File: config.mk
export PLATFORM = sky130hd
export DESIGN_NAME = inst_cache
export DESIGN_NICKNAME = d
export VERILOG_FILES = /design/src/rtl/inst_cache.sv
export SDC_FILE = /design/constraint.sdc
export NUM_CORES = 2
export LEC_CHECK = 0
export ABC_CLOCK_PERIOD_IN_PS = 11300
export CORE_ASPECT_RATIO = 1.1
export CORE_MARGIN = 4
export CORE_UTILIZATION = 25
export CTS_BUF_LIST = sky130_fd_sc_hd__clkbuf_4 sky130_fd_sc_hd__clkbuf_8
export CTS_CLUSTER_SIZE = 16
export DETAILED_ROUTE_END_ITERATION = 12
export GPL_TIMING_DRIVEN = 0
export PLACE_DENSITY_LB_ADDON = 0.3
export SLEW_MARGIN = 30
export SYNTH_ARGS = -nofsm -noshare
export SYNTH_HDL_FRONTEND = slang
export SYNTH_SLANG_ARGS = --single-unit
File: constraint.sdc
create_clock -name clock -period 11.3 [get_ports clock]
set_clock_uncertainty 0.2 [all_clocks]
set_input_delay 2.825 -clock clock [delete_from_list [all_inputs] [get_ports clock]]
set_output_delay 2.825 -clock clock [all_outputs]
set_load 0.01 [all_outputs]
File: src/rtl/inst_cache.sv
// inst_cache: direct-mapped, read-only instruction cache.
// A fetch that hits returns its instruction in the same cycle. A miss raises
// outStall and a refill FSM loads the whole line from backing memory, one
// word per mem_ready. Also provides a whole-cache invalidate (fence.i) and
// hit/miss statistics counters.
//
// Ports:
//   clock, reset      - clock; asynchronous active-low reset
//   addressInst       - byte fetch address (pc); bits [1:0] are ignored
//   outInst, outStall - fetched instruction (NOP while stalled), stall flag
//   invalidate        - clears every valid bit and abandons any refill
//   mem_req, mem_addr - refill word request and word-aligned address
//   mem_ready         - mem_rdata holds the requested word this cycle
//   mem_rdata         - refill data
//   hit_count         - number of fetch cycles that hit
//   miss_count        - number of line refills started
//
// state | meaning
// ------+--------------------------------------------------------
// IDLE  | serving hits; a miss latches the line and starts a refill
// FILL  | requesting words cnt = 0..WORDS-1 of the latched line
module inst_cache #(
   parameter int          INDEX_BITS  = 4,
   parameter int          OFFSET_BITS = 2,
   parameter logic [31:0] NOP         = 32'h0000_0013
) (
   input  logic        clock,
   input  logic        reset,
   input  logic [31:0] addressInst,
   output logic [31:0] outInst,
   output logic        outStall,
   input  logic        invalidate,
   output logic        mem_req,
   output logic [31:0] mem_addr,
   input  logic        mem_ready,
   input  logic [31:0] mem_rdata,
   output logic [31:0] hit_count,
   output logic [31:0] miss_count
);

   localparam int LINES    = 1 << INDEX_BITS;
   localparam int WORDS    = 1 << OFFSET_BITS;
   localparam int TAG_BITS = 30 - INDEX_BITS - OFFSET_BITS;

   localparam logic [0:0] IDLE = 1'b0;
   localparam logic [0:0] FILL = 1'b1;

   logic [0:0]             state;
   logic [LINES-1:0]       valid;
   logic [TAG_BITS-1:0]    tag_store [LINES];
   // Data is flattened so a word is addressed by {index, offset}.
   logic [31:0]            data [LINES*WORDS];

   logic [TAG_BITS-1:0]    fill_tag;
   logic [INDEX_BITS-1:0]  fill_index;
   logic [OFFSET_BITS-1:0] cnt;

   logic [OFFSET_BITS-1:0] offset;
   logic [INDEX_BITS-1:0]  index;
   logic [TAG_BITS-1:0]    tag;
   logic                   hit;
   logic                   last_word;
   logic                   word_done;
   logic                   unused_addr_bits;

   assign offset = addressInst[OFFSET_BITS+1:2];
   assign index  = addressInst[INDEX_BITS+OFFSET_BITS+1:OFFSET_BITS+2];
   assign tag    = addressInst[31:INDEX_BITS+OFFSET_BITS+2];
   assign unused_addr_bits = ^addressInst[1:0];

   // Hits are only served from IDLE, so the refill in progress never aliases
   // a partially written line as valid.
   assign hit      = (state == IDLE) && valid[index] && (tag_store[index] == tag);
   assign outStall = ~hit;
   assign outInst  = hit ? data[{index, offset}] : NOP;

   assign last_word = (cnt == {OFFSET_BITS{1'b1}});
   assign word_done = (state == FILL) && mem_ready;

   assign mem_req  = (state == FILL);
   assign mem_addr = (state == FILL) ? {fill_tag, fill_index, cnt, 2'b00} : 32'h0;

   always_ff @(posedge clock or negedge reset) begin
      if (!reset) begin
         state      <= IDLE;
         valid      <= '0;
         cnt        <= '0;
         fill_tag   <= '0;
         fill_index <= '0;
         hit_count  <= 32'h0;
         miss_count <= 32'h0;
      end else begin
         if (invalidate) begin
            // Abandons any refill; the half-written line simply stays invalid.
            valid <= '0;
            state <= IDLE;
            cnt   <= '0;
         end else begin
            case (state)
               IDLE: begin
                  if (!hit) begin
                     fill_tag   <= tag;
                     fill_index <= index;
                     cnt        <= '0;
                     miss_count <= miss_count + 32'd1;
                     state      <= FILL;
                  end
               end
               FILL: begin
                  if (mem_ready) begin
                     cnt <= cnt + 1'b1;
                     if (last_word) begin
                        valid[fill_index] <= 1'b1;
                        state             <= IDLE;
                     end
                  end
               end
            endcase
         end
         if (hit) begin
            hit_count <= hit_count + 32'd1;
         end
      end
   end

   // Storage arrays carry no reset; valid bits alone decide what is usable.
   always_ff @(posedge clock) begin
      if (word_done) begin
         data[{fill_index, cnt}] <= mem_rdata;
         if (last_word) begin
            tag_store[fill_index] <= fill_tag;
         end
      end
   end

endmodule

; After elaboration in Yosys (flattened, before gate mapping)
; Memories as Yosys holds them, arrays and structs flattened.
; Cells that the tools add are included.
; W data, S select, Z words.
[classes]
order_cmp = 3
n_reduce_logical = 10
mux = 24
addsub = 3
n_bitwise = 4
eq_ne = 4
[op_table]
columns = op, n
row1 = $add A32 B1 Y32 const B, 2
row2 = $mux W16, 4
row3 = $mux W32, 2
row4 = $eq A24 B24 Y1, 1
row5 = $or A16 B16 Y16, 1
row6 = $mux W1, 11
row7 = $lt A4 B5 Y1 const B, 2
row8 = $mux W2, 3
row9 = $ne A3 B3 Y1 const B, 2
row10 = $reduce_and A3 Y1, 2
row11 = $reduce_bool A2 Y1, 3
row12 = $bmux W1 S4, 1
row13 = $demux W1 S4, 1
row14 = $ge A4 B1 Y1 const B, 1
row15 = $logic_and A1 B1 Y1, 4
row16 = $pmux W2 S2, 1
row17 = $not A1 Y1, 3
row18 = $add A2 B1 Y2 const B, 1
row19 = $eq A2 B2 Y1 const B, 1
row20 = $pmux W1 S2, 1
row21 = $reduce_and A2 Y1, 1
[totals]
mem_bits_rw = 2432
ff_bits = 111
out_inout_bits = 130
mem_count = 2
wordCells = 57
[mem_list]
columns = name, words, word_bits, rd, rd_clocked_by_memory_dff, wr, line_no
row1 = data, 64, 32, 1, 0, 1, 52  ; logic [31:0] data [LINES*WORDS];
row2 = tag_store, 16, 24, 1, 0, 1, 50  ; logic [TAG_BITS-1:0] tag_store [LINES];

; Logic depth before layout (Yosys ltp)
[depth]
ltp_word = 9
ltp_mapped = 14
mapped_depth_nobuf = 9

; Worst setup path before layout
; Ideal clock, no wire load.
[synth_timing]
path_kind = input -> output
startpoint = input addressInst[5]
endpoint = output outInst[21]
arrival_ns = 5.730
slack_ns = 2.545
stages = 13
cell_sequence = buf_2 > buf_4 > buf_2 > buf_2 > mux4_2 > o211ai_1 > o21ai_0 > xor2_1 > nor4_1 > nand4_2 > clkbuf_1 > buf_2 > a211oi_1
[synth_via]
elab_chain_len = 5
elab_cells_between_ends = 8
classes_between = eq/ne (1) / mux (3) / reduce/logical (2) / memory (2)
[synth_lines]
columns = item, line_no
row1 = start: declaration, 29  ; input logic [31:0] addressInst,
row2 = branches (longest 4 deep; another with $mem_v2 Z16 W24), n/a
row3 = $mux W32 *, 75  ; assign outInst = hit ? data[{index, offset}] : NOP;
row4 = end: declaration, 30  ; output logic [31:0] outInst,
; Mark *: on every way between the ends. The select of a mux whose other input is x is not followed.

; Worst setup path after layout
[layout_timing]
startpoint = input addressInst[7]
endpoint = output outInst[11]
; Same word-level chain as after synthesis.

==> summary.txt <==
Setup path
  • Reg2Reg Setup Slack: 7190 ps
  • WS Path Type: input port to output port
  • CP endpoint kind: output port
  • Crit path to: outInst[11]
  • FF-to-FF Start: tag_store[15][14]$_DFFE_PP_
  • Reg2reg end: hit_count[13]$_DFFE_PN0P_
  • Startpoint class of the critical path: input port
  • R2R depth: 10
  • Crit path max fanout: 10
  • CP required: 8280 ps
  • Crit path from: addressInst[7]
  • WP data arrival: approximately 8000 ps

Run
  • Max-Cap Viols: 0

Synthesis
  • Post-synthesis compound-gate area fraction: 0.7358%
  • Mapped Area: about 0.098 mm^2
  • Number of flops mapped to enable cells by yosys: 2432
  • Yosys warns: 0
  • Combinational family with the most area after synthesis: multiplexers
  • Primary FF master, synth: edfxtp_1
  • Netlist cell types: 60
  • Mapped Cells: 4210
  • Post-Syn Area per Cell: approximately 23 um^2
  • Simple-gate portion of the synthesized area: approximately 2%
  • XOR/XNOR share of the synthesized area: less than 1%
  • Most frequent cell after synthesis: edfxtp_1
  • Seq/Total Area, Yosys: 77.26%
  • Post-synth top area cell: edfxtp_1
  • Yosys reg bits: approximately 2500
  • Area share of the largest cell type after synthesis: between 70% and 80%
  • Top post-synthesis cells by area: edfxtp_1 (74%), mux4_2 (17%), dfrtp_1 (2.8%), mux2i_1 (0.73%), xnor2_1 (0.53%)
  • Mux cell area share after synthesis: 18.11%
  • Post-synth ARST share: under 10%
  • Post-Synth Adder-Cell Area: 0.03826%
  • Post-synth top cells: edfxtp_1 (2432), mux4_2 (738), clkbuf_1 (130)

Power
  • Sw Ratio: 22.73%
  • Max VDD drop: 112.6 uV
  • Comb power frac: 6.0%
  • Overall power after layout: 19.59 mW
  • Part of the power in the clock network: 40.3%
  • Lkg Pwr: 38.00 nW
  • P_sw: 4.454 mW
  • Sequential power share: 53.7%
  • Int Pwr: about 15 mW
  • Cell Pwr Density: around 160 mW/mm^2

Outcome
  • Status: complete, no violations

Clocking
  • Hold buffer count at CTS: 0
  • H-tree Lvls: 5
  • CTS tree: yes
  • Clk slew on worst S/H paths: 50 ps
  • Worst skew pair latency: 1050 ps
  • Clock tree buffer depth: 4
  • CTS root buffer: clkbuf_8
  • Clk sink count: 2543
  • CTS buffer count: 415

Floorplanning
  • IO Pins: 198
  • Initial Utilization: 25.07%
  • Die width: between 600 and 700 um
  • Die height: 665.1 um
  • Placement Rows: 241
  • Die area: 0.4026 mm^2
  • Placeable Area: 0.3914 mm^2

STA
  • Max_slew headroom: 30.99%
  • Fin worst setup slack: between 150 and 200 ps
  • Final period util: 98.65%
  • Setup tns final: 0 ps
  • Setup violators final: 0
  • Fmax: 89.70 MHz
  • Max Slew Vio Count: 0
  • Slew @ Worst Pin: 1035 ps
  • Post-layout min period: around 11000 ps
  • Final hold vios: 0
  • Setup repair after global routing missed its margin: no

Place
  • Place WS: -886.4 ps
  • Detailed placement HPWL: around 210 mm
  • IO Port Bufs: roughly 190
  • Placed Area: 0.1125 mm^2
  • RePlAce Congestion: around 0.78

GRT
  • Initial antenna violation count: 37
  • Vias in the first global route: 50410
  • First-pass GRT wire length: around 410 mm
  • GRT Total Usage: 14.52%
  • Largest net degree at the start of global routing: 76
  • Grt ovf: 0

Worst hold path
  • Hold path cells: 1
  • Min-delay src: miss_count[31]$_DFFE_PN0P_
  • Hold Crit Class: flip-flop to flip-flop

Cells and area
  • Multi-input logic area: 0.02206 mm^2
  • # fillers: between 30000 and 40000
  • Layout cells sized above 1: between 30% and 40%
  • Nets: 5132
  • Register Area: 0.07581 mm^2
  • Finished layout cell area: approximately 0.12 mm^2
  • Area grow syn2layout: 23.09%
  • Post-layout util: 30.86%

Routing
  • Vias: about 50000
  • Post-Route WL: 299.5 mm
  • Routed wire length per instance: ~28 um
  • Vias/cell: 4.624
  • Post-route ant nets: 0
  • Remaining DRCs: 0
  • Initial DRC count: 5465
  • Drt pass-1 iters: 8
## kinds of logic (layout without fill, tap and decap cells)
group / count (synthesis) / in the layout
AND/OR/NAND/NOR: 385 / 385
AO/OA/AOI/OAI: 99 / 99
XOR/XNOR: 89 / 89
multiplexers: 848 / 848
buffers and inverters: 242 / 1399
flip-flops: 2543 / 2543
other: 1 / 13
adder cells (fa/ha/maj): 3 / 3
## cell usage in the layout (no fill, tap or decap), types with 15 or more instances in the layout
cell,netlist,layout
and2_1,46,46
nor2_4,0,71
clkinv_1,0,69
a211oi_1,26,15
dfrtp_1,111,111
xnor2_1,59,58
and3_1,21,21
nand3_1,34,31
clkinv_2,0,28
edfxtp_1,2432,2432
xor2_1,30,30
mux2_2,38,38
clkbuf_4,0,168
mux2i_1,72,72
buf_2,38,78
nor2_1,116,45
a22oi_1,16,16
nand4_1,18,18
clkbuf_1,130,70
mux4_2,738,738
clkbuf_8,0,438
buf_4,9,89
nor2b_1,30,28
buf_12,0,23
clkbuf_2,0,57
buf_16,0,153
nand2_1,46,46
buf_6,5,16
nor3_1,30,23
clkdlybuf4s50_1,0,155
## per-layer routing
layer | vias to the layer above | GRT usage (%) | wire (um)
li1 | 19730 | - | -
met4 | 14 | 3.949 | 7790
met5 | - | 0 | 88
met3 | 457 | 3.003 | 21000
met1 | 26910 | 19.39 | 124400
met2 | 1919 | 24.00 | 146200
## area by class of cell
class | instances | area share (%)
Buffer | 225 | 0.9200
Antenna cell | 11 | 0.02279
Clock inverter | 120 | 0.6299
Multi-Input combinational cell | 1426 | 18.26
Tap cell | 5224 | 5.412
Sequential cell | 2543 | 62.77
Clock buffer | 604 | 6.024
Inverter | 15 | 0.04662
Timing Repair Buffer | 435 | 5.909
## sequential cells by signal, indices dropped and copies added, names as in the netlist
register / flops
fill_tag: 24
fill_index: 4
data: 2048
miss_count: 32
hit_count: 32
valid: 16
cnt: 2
mem_req: 1
tag_store: 384
## critical path, cell delays in order
cell	delay, ps
clkdlybuf4s50_1	620
buf_2	320
inv_1	270
buf_4	370
mux2i_1	270
mux2i_1	110
xnor2_1	300
o2111ai_1	320
nor4b_4	500
nand4_4	330
clkbuf_2	550
nor2b_1	650
clkdlybuf4s50_1	650
## power by group through the flow
stage / combinational, mW / clock (mW) / sequential, mW
3_3_place_gp: 1.10 / 0 / 10.7
2_1_floorplan: 0.557 / 0 / 10.7
5_1_grt: 1.23 / 8.54 / 10.5
6_report: 1.17 / 7.90 / 10.5
3_5_place_dp: 1.19 / 0 / 10.7
4_1_cts: 1.20 / 8.09 / 10.5
## what timing repair did
item | CTS | global route
resized for setup | 26 | 8
buffers inserted | 0 | 0
setup endpoints to repair | 27 | 13
## metrics by stage
stage,hold slack [ps],cells
detailed placement,277.0,9870
floorplan,260.8,4211
CTS,284.0,10590
global placement,271.1,9623
global route,311.2,10600
finish,275.7,10600
## worst min-delay path by stage
stage                                             to  slack [ps]
after CTS                 miss_count[31]$_DFFE_PN0P_         280
final                     miss_count[31]$_DFFE_PN0P_         280
after global placement    miss_count[31]$_DFFE_PN0P_         270
after floorplan                valid[13]$_DFFE_PN0P_         260
after detailed placement  miss_count[31]$_DFFE_PN0P_         280
after global routing      miss_count[23]$_DFFE_PN0P_         310
No activity file was read; power rests on OpenSTA's default activity.
